## src/rtl/uart_pkg.sv

```systemverilog
// Shared UART definitions: receiver FSM encoding and baud divider helper, also used by uart_tx.
package uart_pkg;

  typedef enum logic [2:0] {IDLE, START, DATA, PARITY, STOP} uart_rx_state_t;

  function automatic int baud_divider(input int clk_hz, input int baud);
    return clk_hz / baud;
  endfunction

endpackage

```

## src/rtl/uart_bit_sync.sv

```systemverilog
// Two-flop synchronizer for a single asynchronous bit; reset value selects the idle level.
module uart_bit_sync #(
  parameter logic RESET_VAL = 1'b1
) (
  input  logic clk,
  input  logic reset,
  input  logic d,
  output logic q
);

  logic [1:0] sync_q, sync_d;

  always_comb begin
    sync_d = {sync_q[0], d};
  end

  always_ff @(posedge clk) begin
    if (!reset) sync_q <= {2{RESET_VAL}};
    else        sync_q <= sync_d;
  end

  assign q = sync_q[1];

endmodule

```

## src/rtl/uart_rx.sv

```systemverilog
// UART receiver: start/data/stop frame recovery by mid-bit sampling.
// Define UART_RX_PARITY_EN to expect an even-parity bit and expose parity_error.
module uart_rx
  import uart_pkg::*;
#(
  parameter int CLK_FREQUENCY = 50_000_000,
  parameter int BAUD_RATE     = 115_200,
  parameter int DATA_BITS     = 7
) (
  input  logic                 clk,
  input  logic                 reset,
  input  logic                 received_bit,
  output logic [DATA_BITS-1:0] data_received,
  output logic                 data_valid,
  output logic                 framing_error,
  output logic                 busy
`ifdef UART_RX_PARITY_EN
  ,
  output logic                 parity_error
`endif
);

  localparam int BAUD_DIVIDER = baud_divider(CLK_FREQUENCY, BAUD_RATE);
  localparam int HALF         = BAUD_DIVIDER / 2;
  localparam int CNT_W        = (BAUD_DIVIDER > 1) ? $clog2(BAUD_DIVIDER) : 1;
  localparam int IDX_W        = $clog2(DATA_BITS + 1);

  localparam logic [CNT_W-1:0] FULL_M1  = CNT_W'(BAUD_DIVIDER - 1);
  localparam logic [CNT_W-1:0] HALF_M1  = CNT_W'((HALF > 0) ? HALF - 1 : 0);
  localparam logic [IDX_W-1:0] LAST_IDX = IDX_W'(DATA_BITS - 1);

  logic rx_s;

  uart_bit_sync #(.RESET_VAL(1'b1)) u_sync (
    .clk   (clk),
    .reset (reset),
    .d     (received_bit),
    .q     (rx_s)
  );

  uart_rx_state_t       state_q, state_d;
  logic [CNT_W-1:0]     cnt_q, cnt_d;
  logic [IDX_W-1:0]     idx_q, idx_d;
  logic [DATA_BITS-1:0] shift_q, shift_d;
  logic [DATA_BITS-1:0] data_q, data_d;
  logic                 valid_q, valid_d;
  logic                 ferr_q, ferr_d;
  logic                 rx_prev_q, rx_prev_d;
`ifdef UART_RX_PARITY_EN
  logic                 par_bad_q, par_bad_d;
  logic                 perr_q, perr_d;
`endif

  logic cnt_full;
  assign cnt_full = (cnt_q == FULL_M1);

  always_comb begin
    state_d   = state_q;
    cnt_d     = cnt_q;
    idx_d     = idx_q;
    shift_d   = shift_q;
    data_d    = data_q;
    valid_d   = 1'b0;
    ferr_d    = 1'b0;
    rx_prev_d = rx_s;
`ifdef UART_RX_PARITY_EN
    par_bad_d = par_bad_q;
    perr_d    = 1'b0;
`endif
    case (state_q)
      // Falling edge, not level: a held-low break must return high before re-arming.
      IDLE: begin
        if (rx_prev_q && !rx_s) begin
          state_d = START;
          cnt_d   = '0;
        end
      end
      START: begin
        if (cnt_q == HALF_M1) begin
          cnt_d = '0;
          if (!rx_s) begin
            state_d = DATA;
            idx_d   = '0;
          end else begin
            state_d = IDLE;
          end
        end else begin
          cnt_d = cnt_q + CNT_W'(1);
        end
      end
      DATA: begin
        if (cnt_full) begin
          cnt_d          = '0;
          shift_d[idx_q] = rx_s;
          idx_d          = idx_q + IDX_W'(1);
          if (idx_q == LAST_IDX) begin
`ifdef UART_RX_PARITY_EN
            state_d = PARITY;
`else
            state_d = STOP;
`endif
          end
        end else begin
          cnt_d = cnt_q + CNT_W'(1);
        end
      end
`ifdef UART_RX_PARITY_EN
      PARITY: begin
        if (cnt_full) begin
          cnt_d     = '0;
          par_bad_d = (^shift_q) ^ rx_s;
          state_d   = STOP;
        end else begin
          cnt_d = cnt_q + CNT_W'(1);
        end
      end
`endif
      // Leave mid stop bit so a back-to-back start edge is not missed.
      STOP: begin
        if (cnt_full) begin
          cnt_d   = '0;
          state_d = IDLE;
          if (rx_s) begin
            data_d  = shift_q;
            valid_d = 1'b1;
`ifdef UART_RX_PARITY_EN
            perr_d  = par_bad_q;
`endif
          end else begin
            ferr_d = 1'b1;
          end
        end else begin
          cnt_d = cnt_q + CNT_W'(1);
        end
      end
      default: state_d = IDLE;
    endcase
  end

  always_ff @(posedge clk) begin
    if (!reset) begin
      state_q   <= IDLE;
      cnt_q     <= '0;
      idx_q     <= '0;
      shift_q   <= '0;
      data_q    <= '0;
      valid_q   <= 1'b0;
      ferr_q    <= 1'b0;
      rx_prev_q <= 1'b1;
`ifdef UART_RX_PARITY_EN
      par_bad_q <= 1'b0;
      perr_q    <= 1'b0;
`endif
    end else begin
      state_q   <= state_d;
      cnt_q     <= cnt_d;
      idx_q     <= idx_d;
      shift_q   <= shift_d;
      data_q    <= data_d;
      valid_q   <= valid_d;
      ferr_q    <= ferr_d;
      rx_prev_q <= rx_prev_d;
`ifdef UART_RX_PARITY_EN
      par_bad_q <= par_bad_d;
      perr_q    <= perr_d;
`endif
    end
  end

  assign data_received = data_q;
  assign data_valid    = valid_q;
  assign framing_error = ferr_q;
  assign busy          = (state_q != IDLE);
`ifdef UART_RX_PARITY_EN
  assign parity_error  = perr_q;
`endif

endmodule

```

## config.mk

```make
export PLATFORM = sky130hd
export DESIGN_NAME = uart_rx
export DESIGN_NICKNAME = d
export VERILOG_FILES = /design/src/rtl/uart_pkg.sv /design/src/rtl/uart_bit_sync.sv /design/src/rtl/uart_rx.sv
export SDC_FILE = /design/constraint.sdc
export NUM_CORES = 1
export LEC_CHECK = 0
export CORE_AREA = 5 5 47 90
export DETAILED_ROUTE_END_ITERATION = 8
export DIE_AREA = 0 0 52 95
export PLACE_DENSITY = 0.75
export REMOVE_ABC_BUFFERS = 1
export SLEW_MARGIN = 40
export SYNTH_ARGS = -nofsm -noshare
export SYNTH_HDL_FRONTEND = slang
export SYNTH_SLANG_ARGS = --single-unit
```

## constraint.sdc

```tcl
create_clock -name clk -period 2 [get_ports clk]
set_input_delay 0.3 -clock clk [delete_from_list [all_inputs] [get_ports clk]]
set_output_delay 0.3 -clock clk [all_outputs]
set_load 0.01 [all_outputs]
```

Word level (Yosys, flattened, before mapping)

Index checks and enable logic that the tools add are counted.
W data, S select, Z words.

Output and inout port bits: 10
Bits of input ports: 3
Word-level logic and storage cells: 59
Flip-flop bits (word level): 34

Multiplexer cells: 20
Eq/ne operators: 12
Reduce and logical (&&, ||, !) cells: 14
Add/subtract/negate cells: 2
Order comparisons: 2

Operators with widths:

| kind                  | count |
|---|---|
| $mux W9               | 3 |
| $pmux W9 S3           | 1 |
| $mux W3               | 8 |
| $ne A2 B2 Y1 const B  | 6 |
| $pmux W3 S4           | 1 |
| $add A9 B1 Y9 const B | 1 |
| $eq A9 B8 Y1 const B  | 1 |
| $eq A9 B9 Y1 const B  | 1 |
| $bwmux W7             | 1 |
| $eq A3 B3 Y1 const B  | 2 |
| $pmux W3 S2           | 1 |
| $reduce_and A3 Y1     | 2 |
| $reduce_bool A3 Y1    | 2 |
| $reduce_and A5 Y1     | 1 |
| $lt A3 B4 Y1 const B  | 1 |
| $reduce_and A2 Y1     | 2 |
| $reduce_and A4 Y1     | 1 |
| $add A3 B1 Y3 const B | 1 |
| $demux W1 S3          | 1 |
| $eq A3 B1 Y1 const B  | 1 |
| $eq A3 B2 Y1 const B  | 1 |
| $ge A3 B1 Y1 const B  | 1 |
| $logic_not A3 Y1      | 1 |
| $mux W1               | 3 |
| 5 further kinds       | 6 |

Depth between registers and ports, before layout

Depth in word-level cells: 5
Depth in mapped cells: 8
Mapped depth without buffers: 6

By module

Synthesis repeated with hierarchy kept, for this count alone.

Cells, all modules: 194
Area total of the unflattened synthesis: 1716.6 um^2

Modules (own cells, without submodules):

| module        | seq. area each (um^2) | cells an instance | area an instance (um^2) | times used |
|---|---|---|---|---|
| uart_rx       | 640.6                 | 190               | 1664.1                  | 1 |
| uart_bit_sync | 40.0                  | 4                 | 52.6                    | 1 |

Worst setup path before layout

OpenSTA, ideal clock, no wires.

Path type: register to register
Start point: register cnt_q[1]
End point: register cnt_q[2]
Clock period less this slack: 1.725 ns
Library setup time: 0.074 ns
Buffers on the path: 2
Stages on the path, launching flop included: 9
Setup slack: 0.275 ns
Required time: 1.926 ns
Data arrival time: 1.651 ns
Cell sequence: dfxtp_1 inv_1 ha_1 nor4bb_1 buf_4 a311oi_4 buf_4 o2111ai_1 a31oi_1

Longest elaborated chain between the ends: 3
Elaborated cells between the ends (all ways): 6
Those cells by class: 1 x add/sub; 2 x eq/ne; 3 x mux

RTL lines:

| item                                        | line                                          | RTL |
|---|---|---|
| from (decl)                                 | uart_rx.sv:42                                 | `logic [CNT_W-1:0] cnt_q, cnt_d;` |
| from (signal assigned)                      | uart_rx.sv:156                                | `cnt_q <= cnt_d;` |
| $add A9 B1 Y9, or another cell as far along | uart_rx.sv:88, uart_rx.sv:104, uart_rx.sv:133 |  |
| $mux W9 (on tied branches)                  | uart_rx.sv:92, uart_rx.sv:120, uart_rx.sv:79  |  |
| $pmux W9 S3 (*)                             | uart_rx.sv:70                                 | `case (state_q)` |

Mark *: on every way between the ends. The rest lies on a longest branch, timed or not.
A chain may end at the register's enable or synchronous reset.

Worst setup path in the final report

Start point: register state_q[0]
End point: output busy

Longest elaborated chain between the ends: 1

RTL lines:

| item                   | line           | RTL |
|---|---|---|
| from (decl)            | uart_rx.sv:41  | `uart_rx_state_t state_q, state_d;` |
| from (signal assigned) | uart_rx.sv:155 | `state_q <= state_d;` |
| $reduce_bool A3 Y1     | uart_rx.sv:173 | `assign busy = (state_q != IDLE);` |
| to (decl)              | uart_rx.sv:16  | `output logic busy` |

Every way passes these cells.

==> reports/metrics.cfg <==
[global_routing]
grt_pass1_wl_um=7380
grt_pass1_vias=1599
grt_max_degree=19
antenna_found_initial=0
grt_usage_pct=19.9
grt-ovfl-total=0

[detailed_routing]
avgRoutedWirePerCell_um=15.8
dr_wl_met3_um=130
firstDrtPassIters=4
drt_iter0_drc=58
top_layer=met4
wl_met1_um=1810
via_per_inst=5.97
drcViolationCount=0
met2WireLength_um=2360
ant_nets=0
vias=1671
wirelength_um=4410

[placed_design]
io_buffers=12
dp.cells=271
gp_congestion=0.925
place_area_mm2=0.00206
hpwl_um=3050

[clock_tree]
clock_latency_ns=0.30
cts_resized=0
cts_tree=done
cts_root_buf=clkbuf_8
cts_sinks=34
hold_buffers=0
numCtsBuffers=5
cts_max_level=2
clockBufferDepth=2
path_clk_slew_ns=0.07
post_cts_buffers=0

[floorplanning]
rows=31
die_x_um=52
fp.dieH_um=95
io_pins=13
core-area_mm2=0.00353
die-area_mm2=0.00494
initial_core_util_pct=53.2

[power]
internal-power_uw=1140
p_sw_share_pct=26.7
p_comb_share_pct=12.4
pwr-share-seq_pct=45.9
ir_drop_v=0.000831
power.switching_uw=415
power.density_mw_per_mm2=700
pwr-share-clk_pct=41.6
p_leak_uw=0.000872

[finish]
area_delta_synth_final_pct=18.1
antenna_cells=0
layout.cells.non_filler=280
layout.nets=238
post_route_cells_drive_above_1_share_pct=14.7
fillers=296
utilization_pct=62.8
final_area_mm2=0.00222

[synth]
synth_edf_count=0
synth_cell_types=47
synth_ff_type=dfxtp_1
syn_area_per_cell_um2=8.73
syn_inst=215
synth_area_mm2=0.00188
seq_area_frac_synth_pct=36.3
ys_ff_latch=34
async_reset_ff_share_pct=0
ys_warn_count=0

[critical_path]
crit_type=reg -> out
required_ns=1.70
path_max_fanout=10
cp_slowest_cell=dfxtp_1
worstSetupEndpointType=output port
cp.arrival_ns=1.61
path_cells=nor3_2, inv_1, clkdlybuf4s50_1
cp_slowest_stage_delay_ns=0.59
rr_worst_depth=8
critPathLaunchType=register

[sta]
fmax_mhz=524
worst_pin_slew_ns=0.545
max_slew_margin_pct=63.7
finalSetupViolCount=0
hold_viol_final=0
skew_ns=0.00557
period_needed_ns=1.91
rsz0062_at_grt=no
final_max_slew_viol_count=0
fin_crit_sh_pct=95.4

[status]
status=complete, no violations

[worst_hold_path]
hp-class=reg -> reg
min_path_cells=1

[job]
maxCapViolCount=0

through the flow:
step                      hold WS (ns)  TNS (ns)  total power [µW]  worst slack, ns
after floorplan                  0.373    -11.90               839           -0.511
after global placement           0.395         0               905            0.194
after detailed placement         0.427         0               910           0.0547
after CTS                        0.449         0              1550           0.0207
after global routing             0.455         0              1600          0.00470
final                            0.439         0              1550           0.0926
cell type report:
cell class / instances / area, µm² / area share (%)
inverter: 9 / 33.8 / 1.52
sequential: 34 / 682 / 30.8
clock buffer: 5 / 68.8 / 3.11
timing repair buffer: 24 / 214 / 9.66
multi-input combinational: 156 / 1110 / 50.1
clock inverter: 3 / 45.0 / 2.03
tap: 49 / 61.3 / 2.77
registers in the layout, indices dropped and copies added, names as in the netlist:
signal	flops
state_q	3
u_sync.sync_q	2
idx_q	3
data_received	7
framing_error	1
shift_q	7
rx_prev_q	1
data_valid	1
cnt_q	9
routing by layer:
layer  track usage, %  vias to the layer above
met5                0                        -
met4             9.19                        0
met3             4.42                        6
met2             34.0                       35
met1             22.7                      807
li1                 -                      823
logic make-up after synthesis:
family / Yosys count / synth area share, %
adder cells (fa/ha/maj): 5 / 3.33
AND/OR/NAND/NOR: 90 / 26.6
buffers and inverters: 25 / 6.07
AO/OA/AOI/OAI: 47 / 20.3
flip-flops: 34 / 36.3
multiplexers: 14 / 7.47
critical path: cells and delay by family (launching register included):
| family | cells | cell delay [ns] |
|---|---|---|
| flip-flops | 1 | 0.59 |
| buffers and inverters | 2 | 0.60 |
| AND/OR/NAND/NOR | 1 | 0.13 |
final timing paths:
kind                                                   from                          end  slack, ns
worst max register to register        cnt_q[1]$_SDFFE_PN0P_        cnt_q[7]$_SDFFE_PN0P_       0.16
worst max-delay path                state_q[0]$_SDFFE_PN0P_                         busy       0.09
worst min register to register  u_sync.sync_q[0]$_SDFF_PN1_  u_sync.sync_q[1]$_SDFF_PN1_       0.44
worst min-delay path            u_sync.sync_q[0]$_SDFF_PN1_  u_sync.sync_q[1]$_SDFF_PN1_       0.44
Yosys cell counts, types with 2 or more instances:
library cell / instances / share of area (%)
nand4_1: 3 / 1.0
dfxtp_1: 34 / 36
nand3_1: 11 / 2.9
o21ai_1: 2 / 0.53
nor4b_2: 2 / 1.6
clkbuf_1: 8 / 1.6
o2111ai_1: 8 / 3.7
buf_4: 4 / 1.6
inv_1: 9 / 1.8
a21oi_1: 6 / 1.6
o311ai_1: 4 / 1.9
or3_1: 2 / 0.67
nor2b_1: 2 / 0.67
a31oi_1: 5 / 1.7
o21a_1: 3 / 1.2
o211ai_1: 6 / 2.4
nand2b_1: 4 / 1.3
buf_2: 4 / 1.1
and4_1: 2 / 0.93
nand2_1: 23 / 4.6
mux2i_1: 14 / 7.5
nor3_1: 5 / 1.3
nor2_1: 22 / 4.4
o31ai_1: 2 / 0.80
ha_1: 5 / 3.3
nor3b_1: 4 / 1.6
layout by cell type, fill, tap and decap left out, types with 2 or more instances in the layout:
master | synthesis | routed
a21oi_1 | 6 | 6
a31oi_1 | 5 | 5
and4_1 | 2 | 2
buf_4 | 4 | 11
clkbuf_8 | 0 | 5
clkdlybuf4s50_1 | 0 | 12
clkinvlp_4 | 0 | 2
dfxtp_1 | 34 | 33
ha_1 | 5 | 5
inv_1 | 9 | 9
mux2i_1 | 14 | 14
nand2_1 | 23 | 23
nand2b_1 | 4 | 4
nand3_1 | 11 | 11
nand4_1 | 3 | 3
nor2_1 | 22 | 22
nor2b_1 | 2 | 2
nor3_1 | 5 | 4
nor3b_1 | 4 | 4
nor4b_2 | 2 | 2
o2111ai_1 | 8 | 8
o211ai_1 | 6 | 6
o21a_1 | 3 | 3
o21ai_2 | 0 | 2
o311ai_1 | 4 | 4
o31ai_1 | 2 | 2
or3_1 | 2 | 2
power by group through the flow:
stage,combinational [µW],sequential [µW],clock (µW)
after floorplan,111,728,0
after global placement,180,726,0
after detailed placement,183,727,0
after CTS,185,711,653
after global routing,212,715,674
final,193,713,646
Power figures use the tool's default switching activity.
